<file path="src/rtl/pipe_pkg.sv">
// pipe_pkg: shared state encoding, DX payload field map and field extraction helper.
package pipe_pkg;
    typedef enum logic [1:0] {EMPTY = 2'd0, ONE = 2'd1, TWO = 2'd2} state_e;
    localparam int OCC_W     = 2;
    localparam int DX_WIDTH  = 32;
    localparam int DX_FIELDS = 7;
    localparam int DX_PW     = DX_WIDTH * DX_FIELDS;
    localparam int F_PC  = 0;
    localparam int F_A   = 1;
    localparam int F_B   = 2;
    localparam int F_IR  = 3;
    localparam int F_IMM = 4;
    localparam int F_TGT = 5;
    localparam int F_CTL = 6;
    function automatic logic [DX_WIDTH-1:0] get_field(input logic [DX_PW-1:0] d, input int k);
        return d[k*DX_WIDTH +: DX_WIDTH];
    endfunction
endpackage

</file>
<file path="src/rtl/pipe_slot.sv">
// pipe_slot: payload register with load enable, async active-low clear and sync zero.
module pipe_slot #(
    parameter int            PW       = 224,
    parameter logic [PW-1:0] ZERO_VAL = '0
) (
    input  logic          clk_i,
    input  logic          rst_ni,
    input  logic          load_i,
    input  logic          zero_i,
    input  logic [PW-1:0] d_i,
    output logic [PW-1:0] q_o
);
    logic [PW-1:0] data_q;
    always_ff @(posedge clk_i or negedge rst_ni)
        if (!rst_ni)     data_q <= '0;
        else if (zero_i) data_q <= ZERO_VAL;
        else if (load_i) data_q <= d_i;
    assign q_o = data_q;
endmodule

</file>
<file path="src/rtl/pipe_stage_skid.sv">
// pipe_stage_skid: valid/ready pipeline stage with 2-entry skid buffer, stall and flush.
// Define PIPE_STAGE_ZERO_ON_FLUSH_EN to force out_data to FLUSH_VALUE whenever the stage is empty.
module pipe_stage_skid
    import pipe_pkg::*;
#(
    parameter int               WIDTH       = 32,
    parameter int               NUM_FIELDS  = 7,
    parameter logic [WIDTH-1:0] FLUSH_VALUE = '0,
    localparam int              PW          = WIDTH * NUM_FIELDS
) (
    input  logic             clk_i,
    input  logic             rst_ni,
    input  logic             flush_i,
    input  logic             in_valid_i,
    output logic             in_ready_o,
    input  logic [PW-1:0]    in_data_i,
    output logic             out_valid_o,
    input  logic             out_ready_i,
    output logic [PW-1:0]    out_data_o,
    output logic [OCC_W-1:0] occupancy_o
);
    localparam logic [PW-1:0] ZERO_VAL = {NUM_FIELDS{FLUSH_VALUE}};
    state_e        state_q, state_d;
    logic          in_ready_q, in_fire, out_fire;
    logic          main_ld, skid_ld, main_zero, skid_zero;
    logic [PW-1:0] main_d, skid_q;
    assign in_fire  = in_valid_i & in_ready_q;
    assign out_fire = out_valid_o & out_ready_i;
    // in_ready is a flop mirroring "next state is not TWO", so it never depends on out_ready
    always_ff @(posedge clk_i or negedge rst_ni)
        if (!rst_ni) begin
            state_q    <= EMPTY;
            in_ready_q <= 1'b1;
        end else begin
            state_q    <= state_d;
            in_ready_q <= state_d != TWO;
        end
    always_comb begin
        state_d = state_q;
        if (flush_i) state_d = EMPTY;
        else case (state_q)
            EMPTY:   state_d = in_fire ? ONE : EMPTY;
            ONE:     state_d = (in_fire && !out_fire) ? TWO : (!in_fire && out_fire) ? EMPTY : ONE;
            TWO:     state_d = out_fire ? ONE : TWO;
            default: state_d = EMPTY;
        endcase
    end
    always_comb begin
        out_valid_o = state_q != EMPTY;
        in_ready_o  = in_ready_q;
        occupancy_o = state_q == TWO ? OCC_W'(2) : state_q == ONE ? OCC_W'(1) : OCC_W'(0);
        main_ld     = !flush_i && ((state_q == EMPTY && in_fire) || (state_q == ONE && in_fire && out_fire)
                                   || (state_q == TWO && out_fire));
        skid_ld     = !flush_i && state_q == ONE && in_fire && !out_fire;
        main_d      = state_q == TWO ? skid_q : in_data_i;
`ifdef PIPE_STAGE_ZERO_ON_FLUSH_EN
        main_zero   = state_d == EMPTY;
        skid_zero   = flush_i;
`else
        main_zero   = 1'b0;
        skid_zero   = 1'b0;
`endif
    end
    pipe_slot #(.PW(PW), .ZERO_VAL(ZERO_VAL)) u_main (
        .clk_i(clk_i), .rst_ni(rst_ni), .load_i(main_ld), .zero_i(main_zero), .d_i(main_d), .q_o(out_data_o)
    );
    pipe_slot #(.PW(PW), .ZERO_VAL(ZERO_VAL)) u_skid (
        .clk_i(clk_i), .rst_ni(rst_ni), .load_i(skid_ld), .zero_i(skid_zero), .d_i(in_data_i), .q_o(skid_q)
    );
endmodule

</file>
<file path="config.mk">
export PLATFORM = sky130hd
export DESIGN_NAME = pipe_stage_skid
export DESIGN_NICKNAME = d
export VERILOG_FILES = /design/src/rtl/pipe_pkg.sv /design/src/rtl/pipe_slot.sv /design/src/rtl/pipe_stage_skid.sv
export SDC_FILE = /design/constraint.sdc
export NUM_CORES = 1
export LEC_CHECK = 0
export ABC_AREA = 1
export CAP_MARGIN = 20
export CORE_MARGIN = 2
export CORE_UTILIZATION = 40
export DETAILED_ROUTE_END_ITERATION = 16
export PLACE_DENSITY = 0.71
export SYNTH_ARGS = -nofsm -noshare
export SYNTH_HDL_FRONTEND = slang
export SYNTH_SLANG_ARGS = --single-unit
</file>
<file path="constraint.sdc">
create_clock -name clk_i -period 1.8 [get_ports clk_i]
set_clock_uncertainty 0.2 [all_clocks]
set_input_delay 0.18 -clock clk_i [delete_from_list [all_inputs] [get_ports clk_i]]
set_output_delay 0.18 -clock clk_i [all_outputs]
set_load 0.02 [all_outputs]
</file>
# Word-level counts from Yosys, hierarchy flattened
# Index checks and enable logic that the tools add are counted.
# totals
output_inout_bits	228
word_cells	35
register_bits	451
input_bits	229
# classes
muxes	9
bitwise_logic	2
n_eq_ne	3
n_reduce_logical	17
# op_table
operator	n
2-to-1 mux 224 bit	1
logical AND 1 bit	10
2-to-1 mux 2 bit	4
one-hot mux 2 bit (3 select lines)	1
logical NOT 1 bit	3
2-to-1 mux 1 bit	3
bitwise AND 1 bit	2
equality test 2 x 1 -> 1 bit (second input constant)	1
equality test 2 bit (second input constant)	1
logical NOT 2 bit	1
logical OR 1 bit	2
!= test 2 bit (second input constant)	1
nonzero test 2 bit	1

# Logic depth before layout (Yosys ltp)
# Gate-level depths: netlist (run 1).
# logic_depth
ltp_word	8
mapped_depth	9
ltp_nobuf	7

# Hierarchy
# A second synthesis (run 1) with hierarchy kept.
# unflattened
cells_unflattened	2689
hier_area_um2	20743.6
# modules_own_cells
module	area_each_um2	cells_per_inst	seq_area_each_um2	n_inst
pipe_slot	8881.0	971	5605.4	2
pipe_stage_skid	2981.6	747	76.3	1

# Least setup slack after synthesis (run 1)
# Ideal clock, no wire load.
# synth_path
path_type	reg-to-reg
from	reg in_ready_q, in the netlist in_ready_o
to	reg u_main.data_q[143], in the netlist u_main.q_o[143]
arrival_time_ns	1.548
synth_period_minus_slack_ns	1.815
stages_incl_launch_ff	9
required_time_ns	1.534
n_path_buf	2
setup_time_ns	0.066
setup_slack_ns	-0.015
path_cell_list	dfstp_2 -> nand2_1 -> inv_1 -> o211ai_2 -> nand2_2 -> buf_4 -> clkbuf_1 -> nand3_1 -> nand2_1
# synth_between
elab_chain_cells	6
word_cells_on_any_way	7
cone_classes	bitwise: 1; reduce/logical: 6
# synth_lines
item	line	source
start: declaration	pipe_stage_skid.sv:24	logic in_ready_q, in_fire, out_fire;
start signal: assignment	pipe_stage_skid.sv:33	in_ready_q <= 1'b1;
start signal: assignment	pipe_stage_skid.sv:36	in_ready_q <= state_d != TWO;
bitwise AND 1 bit *	pipe_stage_skid.sv:27	assign in_fire = in_valid_i & in_ready_q;
logical AND 1 bit (2 in a row)	pipe_stage_skid.sv:52	main_ld = !flush_i && ((state_q == EMPTY && in_fire) || (state_q == ONE && in_fire && out_fire)
logical OR 1 bit *	pipe_stage_skid.sv:52	
logical OR 1 bit *	pipe_stage_skid.sv:53	|| (state_q == TWO && out_fire));
logical AND 1 bit *	pipe_stage_skid.sv:52	
end signal: assignment	pipe_slot.sv:17	else if (load_i) data_q <= d_i;
end: declaration	pipe_slot.sv:13	logic [PW-1:0] data_q;
# Mark *: on every way between the ends. The rest lies on a longest branch, timed or not.
# A chain may end at the register's enable or synchronous reset.

# Worst setup path after layout (run 1)
# layout_path
from	reg in_ready_q, in the netlist in_ready_o
to	reg u_skid.data_q[147], in the netlist u_skid.q_o[147]
# layout_between
elab_chain_cells	3
# layout_lines
item	line	source
bitwise AND 1 bit	pipe_stage_skid.sv:27	
logical AND 1 bit (2 in a row)	pipe_stage_skid.sv:54	skid_ld = !flush_i && state_q == ONE && in_fire && !out_fire;
end signal: assignment	pipe_slot.sv:17	
end: declaration	pipe_slot.sv:13	
# No other way between the ends.

==> results of run 1 <==
==> how the worst max path moves through the flow <==
stage	start	to	slack [ns]	cells after the start
after global routing	in_ready_o	u_skid.q_o[147]	-0.20	8
after CTS	state_q[0]	occupancy_o[0]	-0.13	4
final	in_ready_o	u_skid.q_o[147]	-0.12	8
after detailed placement	out_ready_i	u_main.q_o[92]	-0.39	6
after global placement	out_ready_i	u_main.q_o[104]	-0.34	6
after floorplan	in_ready_o	u_main.q_o[143]	-0.01	8
==> timing repair <==
item | in CTS | in global routing
hold buffers | 47 | 0
resized for setup | 264 | 112
pin swaps | 3 | 4
hold endpoints to repair | 496 | 0
setup buffers | 4 | 13
cloned | 7 | 21
endpoints found under the setup margin | 531 | 447
==> registers in the layout (all words and copies together), names as in the netlist <==
signal      flops
u_main.q_o    224
u_skid.q_o    224
in_ready_o      1
state_q         2
==> worst reg2reg max path, cell delays in order, from the launching register on <==
cell and delay (ns):
dfstp_2 0.53, nand2_2 0.06, buf_6 0.12, nor3_4 0.17, nand2_4 0.10, buf_12 0.18, clkbuf_16 0.26, nor2_1 0.12
a21oi_1 0.05
==> layout make-up <==
class | count | area, um2 | share of cell area [%]
Tap cell | 664 | 831 | 2.89
Sequential cell | 451 | 11300 | 39.3
Timing Repair Buffer | 657 | 6960 | 24.2
Antenna cell | 3 | 7.51 | 0.0261
Inverter | 231 | 898 | 3.12
Timing Repair inverter | 1 | 11.3 | 0.0392
Multi-Input combinational cell | 1587 | 7110 | 24.7
Clock inverter | 16 | 216 | 0.753
Clock buffer | 70 | 1440 | 4.99
==> metrics by stage <==
step	total power [W]	util, %	hold WS, ns
floorplan	0.0170	-	-0.316
global placement	0.0207	52.6	-0.0444
detailed placement	0.0210	52.6	-0.0361
CTS	0.0309	57.0	0.000221
global route	0.0325	58.9	0.0163
finish	0.0310	58.9	0.00897
==> routing by layer <==
layer	part of all wire (%)	vias to the layer above
met5	0.020	-
met4	4.1	2
met3	7.1	169
met2	49	821
met1	40	8899
li1	-	8781
==> cells in the final DEF, fill, tap and decap left out, types with 2 or more instances in the layout <==
| cell | synthesis | routed |
|---|---|---|
| dlygate4sd3_1 | 0 | 47 |
| clkbuf_1 | 52 | 8 |
| nand2_4 | 1 | 3 |
| inv_1 | 227 | 226 |
| dlygate4sd2_1 | 0 | 224 |
| buf_4 | 8 | 70 |
| buf_16 | 0 | 14 |
| nor2_1 | 198 | 144 |
| bufinv_16 | 0 | 5 |
| inv_8 | 0 | 2 |
| buf_12 | 0 | 31 |
| nand2_8 | 0 | 4 |
| inv_2 | 4 | 3 |
| clkinv_2 | 0 | 8 |
| clkinvlp_4 | 0 | 2 |
| nand3_2 | 0 | 3 |
| clkdlybuf4s50_1 | 0 | 228 |
| o21ai_0 | 159 | 149 |
| bufbuf_16 | 0 | 2 |
| buf_8 | 0 | 3 |
| nand3_1 | 226 | 223 |
| diode_2 | 0 | 3 |
| o21ai_1 | 94 | 103 |
| nor2_2 | 0 | 53 |
| nor2_4 | 1 | 2 |
| buf_6 | 1 | 24 |
| a21oi_2 | 0 | 4 |
| clkbuf_16 | 0 | 62 |
| dfrtp_1 | 450 | 450 |
| clkbuf_8 | 0 | 13 |
| nand2_2 | 1 | 2 |
| nand2_1 | 704 | 701 |
| a21oi_1 | 196 | 192 |
==> power by group through the flow <==
stage               logic [W]  registers, W  clock network, W
global placement      0.00725        0.0135                 0
global route          0.00805        0.0135            0.0109
floorplan             0.00262        0.0144                 0
CTS                   0.00706        0.0133            0.0105
finish                0.00731        0.0133            0.0103
detailed placement    0.00746        0.0135                 0
==> logic make-up after synthesis <==
| group | after synthesis | synth area share [%] |
|---|---|---|
| AO/OA/AOI/OAI | 450 | 11.4 |
| flip-flops | 451 | 57.1 |
| AND/OR/NAND/NOR | 1133 | 23.1 |
| buffers and inverters | 401 | 8.39 |
==> results by group, run 1 <==
Floorplanning
  • IO Pins: 457
  • Num rows: 81
  • Initial Utilization: 40.5%
  • Die X: 226 um
  • Die height: 226 um
  • Core Box Area: 48800 um2
  • Die ar.: 51200 um2

Timing
  • Min cycle time layout: 1.92 ns
  • Setup TNS: -18.53 ns
  • Fmax: 522 MHz
  • Slew margin rel.: 60.1%
  • Setup violations, final: 378
  • Actual slew at the worst max-slew pin: 0.598 ns
  • Worst setup margin: -0.116 ns
  • Max Transition Viols Final: 0
  • Final hold viol count: 0
  • RSZ-0062 raised after global routing: true
  • Final Cycle Share: 106%

Power and ir drop
  • Internal Power: 0.0215 W
  • Sw Share: 30.5%
  • Max VDD drop: 0.729 mV
  • Clock power frac: 33.3%
  • Leakage power: 15.2 nW
  • Comb power frac: 23.6%
  • Pwr Density: 1080 nW/um2
  • NetSw: 0.00944 W
  • Sequential Power Share: 43.1%

Job
  • Max_cap viols: 0

Yosys
  • Yosys cell types: 21
  • Post-synth EDFFs: 0
  • Top_reg_cell synth: dfrtp_1
  • Top cells by count, synth: nand2_1 (704), dfrtp_1 (450), inv_1 (227), nand3_1 (226), nor2_1 (198)
  • Synth top area share: 57.0%
  • Most frequent cell after synthesis: nand2_1
  • Synth area leader: dfrtp_1
  • Syn Nets: 2664
  • Post-Synthesis Cells: 2435
  • Yosys warning total: 0
  • Sequential area share after synthesis: 57.1%
  • Yosys reg bits: 451
  • Synth area leaders: dfrtp_1 (57%), nand2_1 (13%), nand3_1 (5.7%), a21oi_1 (5.0%), inv_1 (4.3%)
  • Synth async-reset ratio: 100%
  • Mapped Avg Cell Area: 8.12 um2
  • Mapped Area: 19800 um2

Worst setup path
  • CP Data Required Time: 2.04 ns
  • Max stage delay on crit path: 0.53 ns
  • Worst setup SP type: flop
  • Worst path bufs/invs: 3
  • Crit path max-delay family: flip-flops
  • Cell-by-cell trace of the critical path: nand2_2 > buf_6 > nor3_4 > nand2_4 > buf_12 > clkbuf_16 > nor2_1 > a21oi_1
  • RR Startpoint: in_ready_o
  • Worst setup path category: reg2reg
  • Critical-path maximum fanout: 22
  • Critical Path AT: 2.16 ns
  • FF-to-FF path depth: 8
  • Worst reg-to-reg setup slack: -0.12 ns
  • Setup crit end kind: flop
  • R2r endpoint: u_skid.q_o[147]
  • CP max stage cell: dfstp_2

CTS
  • Clk Tree Root Cell: clkbuf_16
  • Clk_lat worst skew: 0.56 ns
  • Max clock buf depth: 3
  • CTS buffer count: 48
  • Clock H-tree levels: 2
  • Reg clk slew, reported paths: 0.06 ns
  • Clk sink count: 451
  • CTS tree: built

Route
  • Vias/cell: 5.07
  • Wirelength per Cell: 17.4 um
  • Routed WL: 64100 um
  • Drt drc: 0
  • Iteration-0 DRC Markers: 1426
  • Antenna-violating nets left: 0
  • First-pass detailed-route iteration total: 6
  • DR vias: 18.7k

Layout
  • Fin cells: 3680
  • Area grow syn2layout: 45.5%
  • Fraction of layout cells with a size suffix above 1: 10.5%
  • Layout Nets: 3206
  • Final Instance Area: 28800 um2
  • # fillers: 4234

Global route
  • Largest net degree at the start of global routing: 63
  • Initial antenna violation count: 3
  • First-pass GRT wire length: 93400 um
  • Overall Global Routing Usage: 23.0%
  • Top Usage Layer GRT: met2
  • Met1 Track Usage GR: 30.0%
  • GRT overflow: 0
  • Met2 Use GR: 37.3%
  • Grt met3 use: 4.26%
  • Vias in the first global route: 17.7k

Placed design
  • Placed Instances: 3499
  • PortBufs: 456
  • DP Worst Slack: -0.391 ns
  • Detail Placement HPWL: 40300 um
  • GP Congestion: 0.835
  • Placed cell areas: 25700 um2

Hold path
  • Hold-critical path endpoint: u_skid.q_o[202]
  • Worst min-delay path startpoint: in_data_i[202]
  • Hold Path Class: in2reg
  • Hold depth: 3

Outcome
  • Violated checks: setup timing
  • Run status: finished with violations
No activity file was read; power rests on OpenSTA's default activity.
==> inputs of run 2 (changes only) <==
- CORE_MARGIN: 2 -> 1.5
- SKIP_CTS_REPAIR_TIMING: not set -> 1
==> results by group, run 2 (synthesis results as in run 1) <==
Outcome
  • Run status: finished with violations
  • Violated checks: hold timing, setup timing

Worst setup path
  • Setup crit end kind: flop
  • Crit path max-delay family: flip-flops
  • Worst setup path category: reg2reg
  • CP Data Required Time: 2.08 ns (+0.04 ns)
  • Max stage delay on crit path: 0.55 ns (+0.02 ns)
  • CP max stage cell: dfstp_2
  • Worst path bufs/invs: 2 (-1)
  • Critical Path AT: 2.23 ns (+0.07 ns)
  • Critical-path maximum fanout: 38 (+73%)
  • Cell-by-cell trace of the critical path: nand2_4 > nor3_4 > nand2_4 > buf_12 > buf_12 > a21oi_1
  • Worst setup SP type: flop

Timing
  • Worst hold slack: -0.00205 ns (-0.0110 ns)
  • Slew margin rel.: 71.5% (+11 points)
  • Final hold viol count: 1 (+1)
  • Worst setup margin: -0.152 ns (-0.0358 ns)
  • Final Cycle Share: 108% (+2.0 points)
  • Max Transition Viols Final: 0 (unchanged)
  • Actual slew at the worst max-slew pin: 0.427 ns (-0.170 ns)
  • Fmax: 512 MHz (-1.8%)
  • Setup violations, final: 359 (-5.0%)
  • Min cycle time layout: 1.95 ns (+0.0358 ns)
  • RSZ-0062 raised after global routing: true

Floorplanning
  • Die X: 225 um (-0.44%)
  • Die height: 225 um (-0.44%)
  • Core Box Area: 48800 um2 (unchanged)
  • Initial Utilization: 40.5% (unchanged)
  • Die ar.: 50800 um2 (-0.88%)
  • IO Pins: 457 (unchanged)
  • Num rows: 81 (unchanged)

Layout
  • Commonest non-fill, non-tap cell in the layout: nand2_1
  • Highest-count cells in the layout ignoring fill and taps: nand2_1 (570), dfrtp_1 (449), clkdlybuf4s50_1 (227), inv_1 (226), dlymetal6s2s_1 (225)
  • Fraction of layout cells with a size suffix above 1: 18.0% (+7.5 points)
  • Area grow syn2layout: 56.8%
  • # fillers: 3779 (-11%)
  • Layout Nets: 3211 (+0.16%)
  • Fin cells: 3680 (unchanged)
  • Register area: 11300 um2 (about the same)
  • Final Instance Area: 31000 um2 (+7.8%)
  • Area of the multi-input gates: 7980 um2 (+12%)

Route
  • Wirelength per Cell: 19.3 um (+11%)
  • Top Layer Used: met5
  • Routed met1 length: 27800 um (+8.5%)
  • First-pass detailed-route iteration total: 5 (-1)
  • Routed WL: 71100 um (+11%)
  • Met2 wire length: 34600 um (+11%)
  • Drt drc: 0 (unchanged)
  • Antenna-violating nets left: 0 (unchanged)
  • DR vias: 19.3k (+3.4%)
  • Iteration-0 DRC Markers: 1643 (+15%)
  • Vias/cell: 5.25 (+3.4%)
  • DR WL met3: 5450 um (+20%)

Placed design
  • Placed Instances: 3501 (+0.057%)
  • Detail Placement HPWL: 40500 um (+0.53%)
  • Placed cell areas: 25700 um2 (+0.20%)
  • GP Congestion: 0.862 (+3.3%)
  • PortBufs: 456 (unchanged)

Global route
  • Initial antenna violation count: 3 (unchanged)
  • GRT overflow: 0 (unchanged)
  • Vias in the first global route: 17.5k (-1.1%)
  • Largest net degree at the start of global routing: 61 (-3.2%)
  • First-pass GRT wire length: 90800 um (-2.8%)
  • Overall Global Routing Usage: 22.4% (-0.62 points)

CTS
  • CTS buffer count: 49 (+2.1%)
  • Clk_lat worst skew: 0.58 ns (+0.02 ns)
  • Clock H-tree levels: 2 (unchanged)
  • Clk sink count: 451 (unchanged)
  • Clk Tree Root Cell: clkbuf_16
  • CTS tree: built
  • Reg clk slew, reported paths: 0.06 ns (about the same)
  • Max clock buf depth: 3 (unchanged)

Hold path
  • Hold Path Class: in2reg

Job
  • Max_cap viols: 0 (unchanged)

Power and ir drop
  • Power Total: 0.0321 W (+3.6%)
  • Max VDD drop: 0.831 mV (+14%)
  • Pwr Density: 1040 nW/um2 (-3.9%)
  • Leakage power: 17.9 nW (+17%)
## run 2: layout make-up
cell class / count / share of cell area [%]
clock buffer: 75 / 4.83
inverter: 231 / 2.91
timing repair inverter: 3 / 0.0928
antenna: 1 / 0.00807
multi-input combinational: 1583 / 25.8
timing repair buffer: 663 / 27.0
clock inverter: 9 / 0.331
tap: 664 / 2.68
sequential: 451 / 36.4
## run 2: tightest hold or removal path: cells and delay by family
| family | cells | cell delay [ns] |
|---|---|---|
| buffers and inverters | 1 | 0.42 |
| AOI/OAI and AO/OA | 1 | 0.04 |
| and+or+nand+nor | 1 | 0.10 |
## run 2: path summary, 6_finish.rpt
kind | start | slack [ns] | cells after the start | end
worst min-delay path | in_data_i[69] | -0.002 | 3 | u_skid.q_o[69]
max in group asynchronous | rst_ni | 0.83 | 3 | u_skid.q_o[180]
worst max register to register | in_ready_o | -0.15 | 6 | u_skid.q_o[142]
worst max-delay path | in_ready_o | -0.15 | 6 | u_skid.q_o[142]
worst min register to register | u_main.q_o[31] | 0.27 | 2 | u_main.q_o[31]
min in group asynchronous | rst_ni | 0.11 | 3 | u_main.q_o[46]
## run 2: power by group
part / leakage, nW / internal, W / switching (W) / total, W
clock network: 0.791 / 0.00597 / 0.00406 / 0.0100
logic: 11.8 / 0.00381 / 0.00469 / 0.00851
registers: 5.22 / 0.0123 / 0.00120 / 0.0135
total: 17.9 / 0.0221 / 0.00996 / 0.0321
## run 2: routing by layer
layer,global-route usage (%),up-vias
met5,0,-
met4,9.03,4
met3,4.13,194
met2,37.3,922
met1,28.7,9373
li1,-,8813
## run 2: metrics by stage
step	hold WS (ns)	setup TNS, ns	worst slack, ns	util (%)
floorplan	-0.316	-0.441	-0.0147	-
global placement	-0.0853	-47.48	-0.167	52.7
detailed placement	-0.0813	-64.45	-0.246	52.7
CTS	-0.715	-47.83	-0.545	56.0
global route	0.00727	-35.85	-0.183	63.4
finish	-0.00205	-15.96	-0.152	63.4
